<file path="src/rtl/r5p_uart_pkg.sv">
// Shared UART definitions: frame byte type and receiver/transmitter state encoding.
package r5p_uart_pkg;

  localparam int UART_DAT_W = 8;

  typedef logic [UART_DAT_W-1:0] uart_byte_t;

  typedef enum logic [2:0] {IDLE, START, DATA, STOP, BRK} uart_rx_state_t;

endpackage

</file>
<file path="src/rtl/r5p_fifo_sync.sv">
// Synchronous FIFO with a registered head word; storage is a plain array so it maps onto
// distributed RAM with asynchronous read feeding the head register.
module r5p_fifo_sync #(
  parameter int DAT_W = 8,
  parameter int SIZ   = 16
) (
  input  logic                   clk,
  input  logic                   rst,
  input  logic                   push,
  input  logic [DAT_W-1:0]       wdat,
  input  logic                   pop,
  output logic [DAT_W-1:0]       rdat,
  output logic                   full,
  output logic                   empty,
  output logic [$clog2(SIZ):0]   cnt
);

  localparam int AW = $clog2(SIZ);

  logic [DAT_W-1:0] mem [SIZ];
  logic [AW-1:0]    wr_ptr_q, rd_ptr_q;
  logic [AW:0]      cnt_q;
  logic [DAT_W-1:0] rdat_q;
  logic             do_push, do_pop;

  assign full    = (cnt_q == (AW+1)'(SIZ));
  assign empty   = (cnt_q == '0);
  assign do_pop  = pop & ~empty;
  // A full FIFO still accepts a push when the head is leaving in the same cycle.
  assign do_push = push & (~full | do_pop);
  assign cnt     = cnt_q;
  assign rdat    = rdat_q;

  always_ff @(posedge clk) begin
    if (do_push) mem[wr_ptr_q] <= wdat;
  end

  always_ff @(posedge clk) begin
    if (rst) begin
      wr_ptr_q <= '0;
      rd_ptr_q <= '0;
      cnt_q    <= '0;
      rdat_q   <= '0;
    end else begin
      if (do_push) wr_ptr_q <= wr_ptr_q + AW'(1);
      if (do_pop)  rd_ptr_q <= rd_ptr_q + AW'(1);
      unique case ({do_push, do_pop})
        2'b10:   cnt_q <= cnt_q + (AW+1)'(1);
        2'b01:   cnt_q <= cnt_q - (AW+1)'(1);
        default: cnt_q <= cnt_q;
      endcase
      // Head register: the incoming byte becomes head when the FIFO is (about to be) empty.
      if (do_push && (empty || (do_pop && cnt_q == (AW+1)'(1))))
        rdat_q <= wdat;
      else if (do_pop && cnt_q > (AW+1)'(1))
        rdat_q <= mem[rd_ptr_q + AW'(1)];
    end
  end

endmodule

</file>
<file path="src/rtl/r5p_uart_rx.sv">
// 8N1 UART receiver: synchronizes rxd, samples mid-bit with a down-counter and queues
// completed bytes into a receive FIFO read over a valid/ready stream.
module r5p_uart_rx
  import r5p_uart_pkg::*;
#(
  parameter int DAT_W    = 8,
  parameter int BDR_W    = 16,
  parameter int FIFO_SIZ = 16
) (
  input  logic                       clk,
  input  logic                       rst,
  input  logic [BDR_W-1:0]           cfg_div,
  input  logic                       uart_rxd,
  output logic                       rx_vld,
  input  logic                       rx_rdy,
  output logic [DAT_W-1:0]           rx_dat,
  output logic [$clog2(FIFO_SIZ):0]  rx_cnt,
  output logic                       rx_bsy,
  output logic                       err_frm,
  output logic                       err_ovf
);

  localparam int IDX_W = $clog2(DAT_W);
  localparam logic [IDX_W-1:0] IDX_LAST = IDX_W'(DAT_W - 1);

  logic [1:0]       sync_q;
  logic             rxd_s;
  uart_rx_state_t   state_q;
  logic [BDR_W-1:0] cnt_q;
  logic [IDX_W-1:0] idx_q;
  logic [DAT_W-1:0] shr_q;
  logic             push_q, err_frm_q, err_ovf_q;
  logic             fifo_full, fifo_empty, pop;

  assign rxd_s = sync_q[1];

  always_ff @(posedge clk) begin
    if (rst) sync_q <= 2'b11;
    else     sync_q <= {sync_q[0], uart_rxd};
  end

  always_ff @(posedge clk) begin
    if (rst) begin
      state_q   <= IDLE;
      cnt_q     <= '0;
      idx_q     <= '0;
      push_q    <= 1'b0;
      err_frm_q <= 1'b0;
    end else begin
      push_q    <= 1'b0;
      err_frm_q <= 1'b0;
      case (state_q)
        IDLE:
          if (!rxd_s) begin
            cnt_q   <= cfg_div >> 1;
            state_q <= START;
          end
        START:
          if (cnt_q != '0) cnt_q <= cnt_q - BDR_W'(1);
          else if (rxd_s)  state_q <= IDLE;
          else begin
            cnt_q   <= cfg_div;
            idx_q   <= '0;
            state_q <= DATA;
          end
        DATA:
          if (cnt_q != '0) cnt_q <= cnt_q - BDR_W'(1);
          else begin
            cnt_q <= cfg_div;
            if (idx_q == IDX_LAST) state_q <= STOP;
            else                   idx_q   <= idx_q + IDX_W'(1);
          end
        STOP:
          if (cnt_q != '0) cnt_q <= cnt_q - BDR_W'(1);
          else if (rxd_s) begin
            push_q  <= 1'b1;
            state_q <= IDLE;
          end else begin
            err_frm_q <= 1'b1;
            state_q   <= BRK;
          end
        BRK:
          if (rxd_s) state_q <= IDLE;
        default: state_q <= IDLE;
      endcase
    end
  end

  // Frame is LSB first, so each new bit enters at the MSB.
  always_ff @(posedge clk) begin
    if (state_q == DATA && cnt_q == '0) shr_q <= {rxd_s, shr_q[DAT_W-1:1]};
  end

  always_ff @(posedge clk) begin
    if (rst) err_ovf_q <= 1'b0;
    else     err_ovf_q <= push_q & fifo_full & ~pop;
  end

  assign pop     = rx_vld & rx_rdy;
  assign rx_vld  = ~fifo_empty;
  assign rx_bsy  = (state_q != IDLE);
  assign err_frm = err_frm_q;
  assign err_ovf = err_ovf_q;

  r5p_fifo_sync #(
    .DAT_W (DAT_W),
    .SIZ   (FIFO_SIZ)
  ) u_fifo (
    .clk   (clk),
    .rst   (rst),
    .push  (push_q),
    .wdat  (shr_q),
    .pop   (pop),
    .rdat  (rx_dat),
    .full  (fifo_full),
    .empty (fifo_empty),
    .cnt   (rx_cnt)
  );

endmodule
</file>
<file path="config.mk">
export PLATFORM = sky130hd
export DESIGN_NAME = r5p_uart_rx
export DESIGN_NICKNAME = d
export VERILOG_FILES = /design/src/rtl/r5p_uart_pkg.sv /design/src/rtl/r5p_fifo_sync.sv /design/src/rtl/r5p_uart_rx.sv
export SDC_FILE = /design/constraint.sdc
export NUM_CORES = 1
export LEC_CHECK = 0
export ABC_AREA = 1
export CAP_MARGIN = 30
export CORE_MARGIN = 2
export CORE_UTILIZATION = 55
export CTS_CLUSTER_DIAMETER = 200
export DETAILED_ROUTE_END_ITERATION = 16
export PLACE_DENSITY = 0.77
export SLEW_MARGIN = 20
export SYNTH_ARGS = -nofsm -noshare
export SYNTH_HDL_FRONTEND = slang
export SYNTH_SLANG_ARGS = --single-unit
export TNS_END_PERCENT = 10
</file>
<file path="constraint.sdc">
create_clock -name clk -period 2.2 [get_ports clk]
set_input_delay 0.44 -clock clk [delete_from_list [all_inputs] [get_ports clk]]
set_output_delay 0.44 -clock clk [all_outputs]
set_load 0.05 [all_outputs]
</file>
Yosys cells after proc, flatten, opt, wreduce, memory -nomap -nowiden
Memory sizes are Yosys's and may differ from the RTL's.
Cells that the tools add are included.
{"block": "totals", "register_bits": 56, "mem_bits_rw": 128, "input_bits": 20, "output_inout_bits": 17, "wordCells": 94, "mem_count": 1}
{"name": "u_fifo.mem", "depth": 16, "word_bits": 8, "read_ports": 1, "rd_ports_with_merged_regs": 0, "write_ports": 1, "line_no": "r5p_fifo_sync.sv:20", "rtl": "logic [DAT_W-1:0] mem [SIZ];"}
{"block": "classes", "addsub": 6, "order_cmp": 1, "eq_ne": 19, "mux": 27, "n_bitwise": 10, "n_reduce_logical": 18}
{"op": "$mux 16", "n": 5}
{"op": "$pmux 16 s4", "n": 1}
{"op": "$mux 3", "n": 11}
{"op": "$ne 2x2->1 const B", "n": 9}
{"op": "$logic_not 16->1", "n": 1}
{"op": "$mux 8", "n": 2}
{"op": "$reduce_bool 16->1", "n": 1}
{"op": "$sub 16x1->16 const B", "n": 1}
{"op": "$pmux 3 s5", "n": 1}
{"op": "$pmux 5 s2", "n": 1}
{"op": "$add 4x1->4 const B", "n": 2}
{"op": "$eq 3x2->1 const B", "n": 2}
{"op": "$eq 3x3->1 const B", "n": 2}
{"op": "$pmux 3 s2", "n": 1}
{"op": "$reduce_and 6->1", "n": 1}
{"op": "$reduce_bool 2->1", "n": 3}
{"op": "$add 5x1->5 const B", "n": 1}
{"op": "$and 1x1->1", "n": 5}
{"op": "$eq 5x1->1 const B", "n": 1}
{"op": "$eq 5x5->1 const B", "n": 1}
{"op": "$gt 5x1->1 const B", "n": 1}
{"op": "$logic_not 5->1", "n": 1}
{"op": "$reduce_and 5->1", "n": 1}
{"op": "$sub 5x1->5 const B", "n": 1}
{"op": "16 further kinds", "n": 25}

Depth between registers and ports, before layout
{"block": "depth", "ltp_word": 8, "mapped_depth": 13, "mapped_depth_nobuf": 13}

By module
A second synthesis with hierarchy kept.
{"block": "hier_totals", "cells_unflattened": 1051, "hier_area_um2": 9051.2}
{"module": "r5p_fifo_sync", "instances": 1, "cells_per_inst": 697, "area_each_um2": 6737.7, "seq_area_each_um2": 4264.1}
{"module": "r5p_uart_rx", "instances": 1, "cells_per_inst": 354, "area_each_um2": 2313.5, "seq_area_each_um2": 780.7}

Worst setup path after synthesis
Ideal clock, no wire load.
{"block": "synth_timing", "path_kind": "reg-to-reg", "start": "register u_fifo.cnt_q[0] (netlist: u_fifo.cnt[0])", "end": "register u_fifo.cnt_q[2] (netlist: u_fifo.cnt[2])", "setup_time_ns": 0.122, "arrival_ns": 2.546, "required_ns": 2.078, "setup_slack_ns": -0.468, "path_stages_with_launch": 11, "path_buffers": 0, "synth_period_minus_slack_ns": 2.668, "cell_sequence": "dfxtp_1 > inv_1 > ha_1 > nand3_1 > nand2_1 > inv_2 > ha_1 > nor2_1 > o21ai_0 > o21ai_0 > a21oi_1"}
{"block": "synth_between", "elab_chain_len": 8, "word_cells_on_any_way": 14, "cone_classes": "add/sub: 2; eq/ne: 3; mux: 1; bitwise: 6; reduce/logical: 2"}
{"item": "start: declaration", "line_no": "r5p_fifo_sync.sv:22", "rtl": "logic [AW:0] cnt_q;"}
{"item": "start signal: assignment", "line_no": "r5p_fifo_sync.sv:48", "rtl": "2'b10: cnt_q <= cnt_q + (AW+1)'(1);"}
{"item": "start signal: assignment", "line_no": "r5p_fifo_sync.sv:49", "rtl": "2'b01: cnt_q <= cnt_q - (AW+1)'(1);"}
{"item": "start signal: assignment", "line_no": "r5p_fifo_sync.sv:50", "rtl": "default: cnt_q <= cnt_q;"}
{"item": "$logic_not 5->1 *", "line_no": "r5p_fifo_sync.sv:27", "rtl": "assign empty = (cnt_q == '0);"}
{"item": "$not 1->1 *", "line_no": "r5p_uart_rx.sv:100", "rtl": "assign rx_vld = ~fifo_empty;"}
{"item": "net rx_vld", "line_no": "r5p_uart_rx.sv:14", "rtl": "output logic rx_vld,"}
{"item": "$and 1x1->1", "line_no": "r5p_uart_rx.sv:99", "rtl": "assign pop = rx_vld & rx_rdy;"}
{"item": "$and 1x1->1 *", "line_no": "r5p_fifo_sync.sv:28", "rtl": "assign do_pop = pop & ~empty;"}
{"item": "net u_fifo.do_pop", "line_no": "r5p_fifo_sync.sv:24", "rtl": "logic do_push, do_pop;"}
{"item": "$or 1x1->1", "line_no": "r5p_fifo_sync.sv:30", "rtl": "assign do_push = push & (~full | do_pop);"}
{"item": "$and 1x1->1", "line_no": "r5p_fifo_sync.sv:30"}
{"item": "$eq 2x1->1 / $eq 2x2->1 (equally long branches)", "line_no": "r5p_fifo_sync.sv:47", "rtl": "unique case ({do_push, do_pop})"}
{"item": "$pmux 5 s2 / $reduce_bool 2->1 (equally long branches)"}
Mark *: on every way through the listed nets, which the timed path passes. The rest lies on a longest branch.
A chain may end at the register's enable or synchronous reset.

Worst setup path after layout
{"block": "layout_timing", "start": "register u_fifo.cnt_q[2] (netlist: u_fifo.cnt[2])", "end": "output port rx_cnt[2]"}
{"item": "end: declaration", "line_no": "r5p_uart_rx.sv:17", "rtl": "output logic [$clog2(FIFO_SIZ):0] rx_cnt,"}
No word-level cell between the ends.

==> out/qor.yml <==
hold_path_end: "sync_q[1]"
crit-reg2reg-launch: "u_fifo.cnt[0]"
start_util_pct: 56.4
power_frac_clock_pct: 21.5
end_kind: "primary output"
path_cells: "clkdlybuf4s50_1"
synthMuxAreaShare_pct: 0
syn_inst: 1021
path_clk_slew_ns: 0.07
layout.nets: 1121
seq_area_mm2: 0.00505
area_delta_synth_final_pct: 15.6
ir_drop_uv: 1120
vias: 6957
path_max_fanout: 4
synth_xor_area_share_pct: 1.42
synth_compound_area_share_pct: 4.98
worst_path_max_delay_cell: "clkdlybuf4s50_1"
synth-adder-area-share_pct: 1.95
p_comb_share_pct: 46.0
status: "completed"
grt-ovfl-total: 0
clk_latency_ns: 0.44
fin_skew_ns: 0.0145
root_buffer: "clkbuf_16"
antenna_found_initial: 0
antenna_cells: 0
startpoint_type: "flop"
grt_pass1_vias: 6650
finalCritPeriodShare_pct: 97.6
crit_arrival_ns: 1.71
dieWidth_um: 132
grt_start_max_net_pins: 43
critPathTopFamily: "buffers and inverters"
cts_max_level: 4
setup_viol: 0
totalWireLength_um: 21100
drv_slew: 0
cts_max_path_buffers: 2
worstSetupPathType: "flop to primary output"
hold_viol_final: 0
power_switching_share_pct: 43.4
numPortBuffers: 36
power.leakage_nw: 4.47
seqPwrFrac_pct: 32.6
clock-sinks: 184
timing.rr.end: "u_fifo.mem[15][4]"
drc: 0
synth_nets: 1055
grt.total_usage_pct: 24.9
core.rowCount: 46
wire_per_inst_um: 16.0
ff2ff_path_depth: 10
rsz0062_at_grt: "false"
crit_buf_inv: 1
die_area_mm2: 0.0173
ctsResizeCount: 0
synth_seq_cells: 184
yosys.area_share.simple_pct: 27.7
postRouteAntennaNets: 0
post-route-util_pct: 65.2
hold_depth: 1
grt_pass1_wl_um: 33700
ioPinCount: 37
worstMarginPinSlew_ns: 0.709
n_fill_cell: 1278
cts_buffers: 17
hp-class: "flop to flop"
max_freq_mhz: 466
ys_types: 41
reg2reg_slack_ns: 0.14
gp_congestion: 0.914
switchingPower_w: 0.00559
holdWs_ns: 0.421
ctsHoldBuffers: 0
maxSlewHeadroom_pct: 52.7
ys_warn_count: 0
p_int_w: 0.00728
synth_top_family_by_area: "simple AND/OR/NAND/NOR gates"
yosysSeqAreaShare_pct: 56.3
fp.dieH_um: 132
firstDrtPassIters: 5
period_minus_slack_ns: 2.15
hold_start: "sync_q[0]"
synth_area_per_cell_um2: 8.78
drive_above_1_share_pct: 12.5
drt_iter0_markers: 667
cpPeakStageDelay_ns: 0.84
drv_cap: 0
cts_setup_buffers: 0
dp_hpwl_um: 14300
powerDensity_mw_per_mm2: 1240
coreArea_mm2: 0.0159
cts_tree: "yes"
multi_input_area_mm2: 0.00330
final_common_cell: "nand2_1"
cp.required_ns: 1.76
mostFrequentLayoutCells: "292 x nand2_1, 136 x edfxtp_1, 128 x inv_1, 128 x nand3_1, 79 x nor2_1"
post_drt_via_cell_ratio: 5.29
syn_area_mm2: 0.00896
==> stage by stage <==
stage | total power (W) | setup TNS (ns) | worst slack [ns] | cell area [um2] | std cells
final | 0.0129 | 0 | 0.0537 | 10400 | 1316
after CTS | 0.0128 | 0 | 0.0509 | 10300 | 1316
after global routing | 0.0137 | 0 | 0.00490 | 10400 | 1316
after detailed placement | 0.0100 | -0.255 | -0.0251 | 9820 | 1284
after global placement | 0.00996 | 0 | 0.0443 | 9820 | 1284
after floorplan | 0.00852 | -3.49 | -0.0528 | 9010 | 1021
==> layer usage <==
metal	part of all wire [%]	track usage [%]	routed length [um]	up-vias
met5	0	0	0	-
met4	2.5	9.48	523	0
met3	6.2	4.82	1300	44
met2	49	41.8	10400	237
met1	42	32.2	8860	3229
li1	-	-	-	3447
==> layout make-up <==
type                    count  area share [%]
flip-flops and latches    184            48.7
multi-input cells         668            31.8
repair buffers             78            6.83
inverters                 138            5.00
clock buffers              18            4.14
well taps                 216            2.61
clock inverters            14           0.917
==> sequential cells by signal, indices dropped and copies added (netlist names) <==
register and cells:
push_q 1, idx_q 3, u_fifo.rd_ptr_q 4, shr_q 8, u_fifo.cnt 5, u_fifo.rdat 8, sync_q 2, err_ovf 1
u_fifo.mem 128, cnt_q 16, state_q 3, err_frm 1, u_fifo.wr_ptr_q 4
==> cell usage after synthesis (all sizes together) <==
library cell,count,area share (%)
buf,21,1.5
o21a,1,0.084
nor3,3,0.29
clkbuf,10,0.42
o22ai,4,0.28
xnor2,3,0.46
nand4,5,0.68
a21oi,38,2.3
o21ai,34,1.9
o21bai,1,0.084
nand2,302,13
nor2,105,5.0
inv,138,5.8
a22oi,1,0.084
a31oi,1,0.070
ha,14,2.0
or2,2,0.14
nor3b,1,0.084
nand3,131,7.5
o211a,1,0.11
edfxtp,136,46
xor2,9,0.96
dfxtp,48,11
nand3b,11,0.92
o31ai,1,0.084
==> logic make-up after synthesis <==
group / after synthesis
simple gates: 560
fa+ha+maj: 14
xor+xnor: 12
flops: 184
compound gates: 82
buf+inv: 169
==> worst max path at each step <==
stage / from / endpoint / cells after the start
CTS: u_fifo.cnt[2] / rx_cnt[2] / 1
global placement: rx_rdy / u_fifo.mem[15][3] / 8
finish: u_fifo.cnt[2] / rx_cnt[2] / 1
global route: u_fifo.cnt[0] / u_fifo.rdat[7] / 13
detailed placement: rx_rdy / u_fifo.mem[15][3] / 8
floorplan: u_fifo.cnt[0] / u_fifo.mem[11][0] / 10
==> power groups by stage <==
stage | clock network [W] | registers (W) | logic, W
final | 0.00276 | 0.00419 | 0.00592
after global routing | 0.00294 | 0.00422 | 0.00651
after CTS | 0.00279 | 0.00418 | 0.00586
after detailed placement | 0 | 0.00425 | 0.00578
after global placement | 0 | 0.00425 | 0.00571
after floorplan | 0 | 0.00433 | 0.00419
No activity file was read; power rests on OpenSTA's default activity.
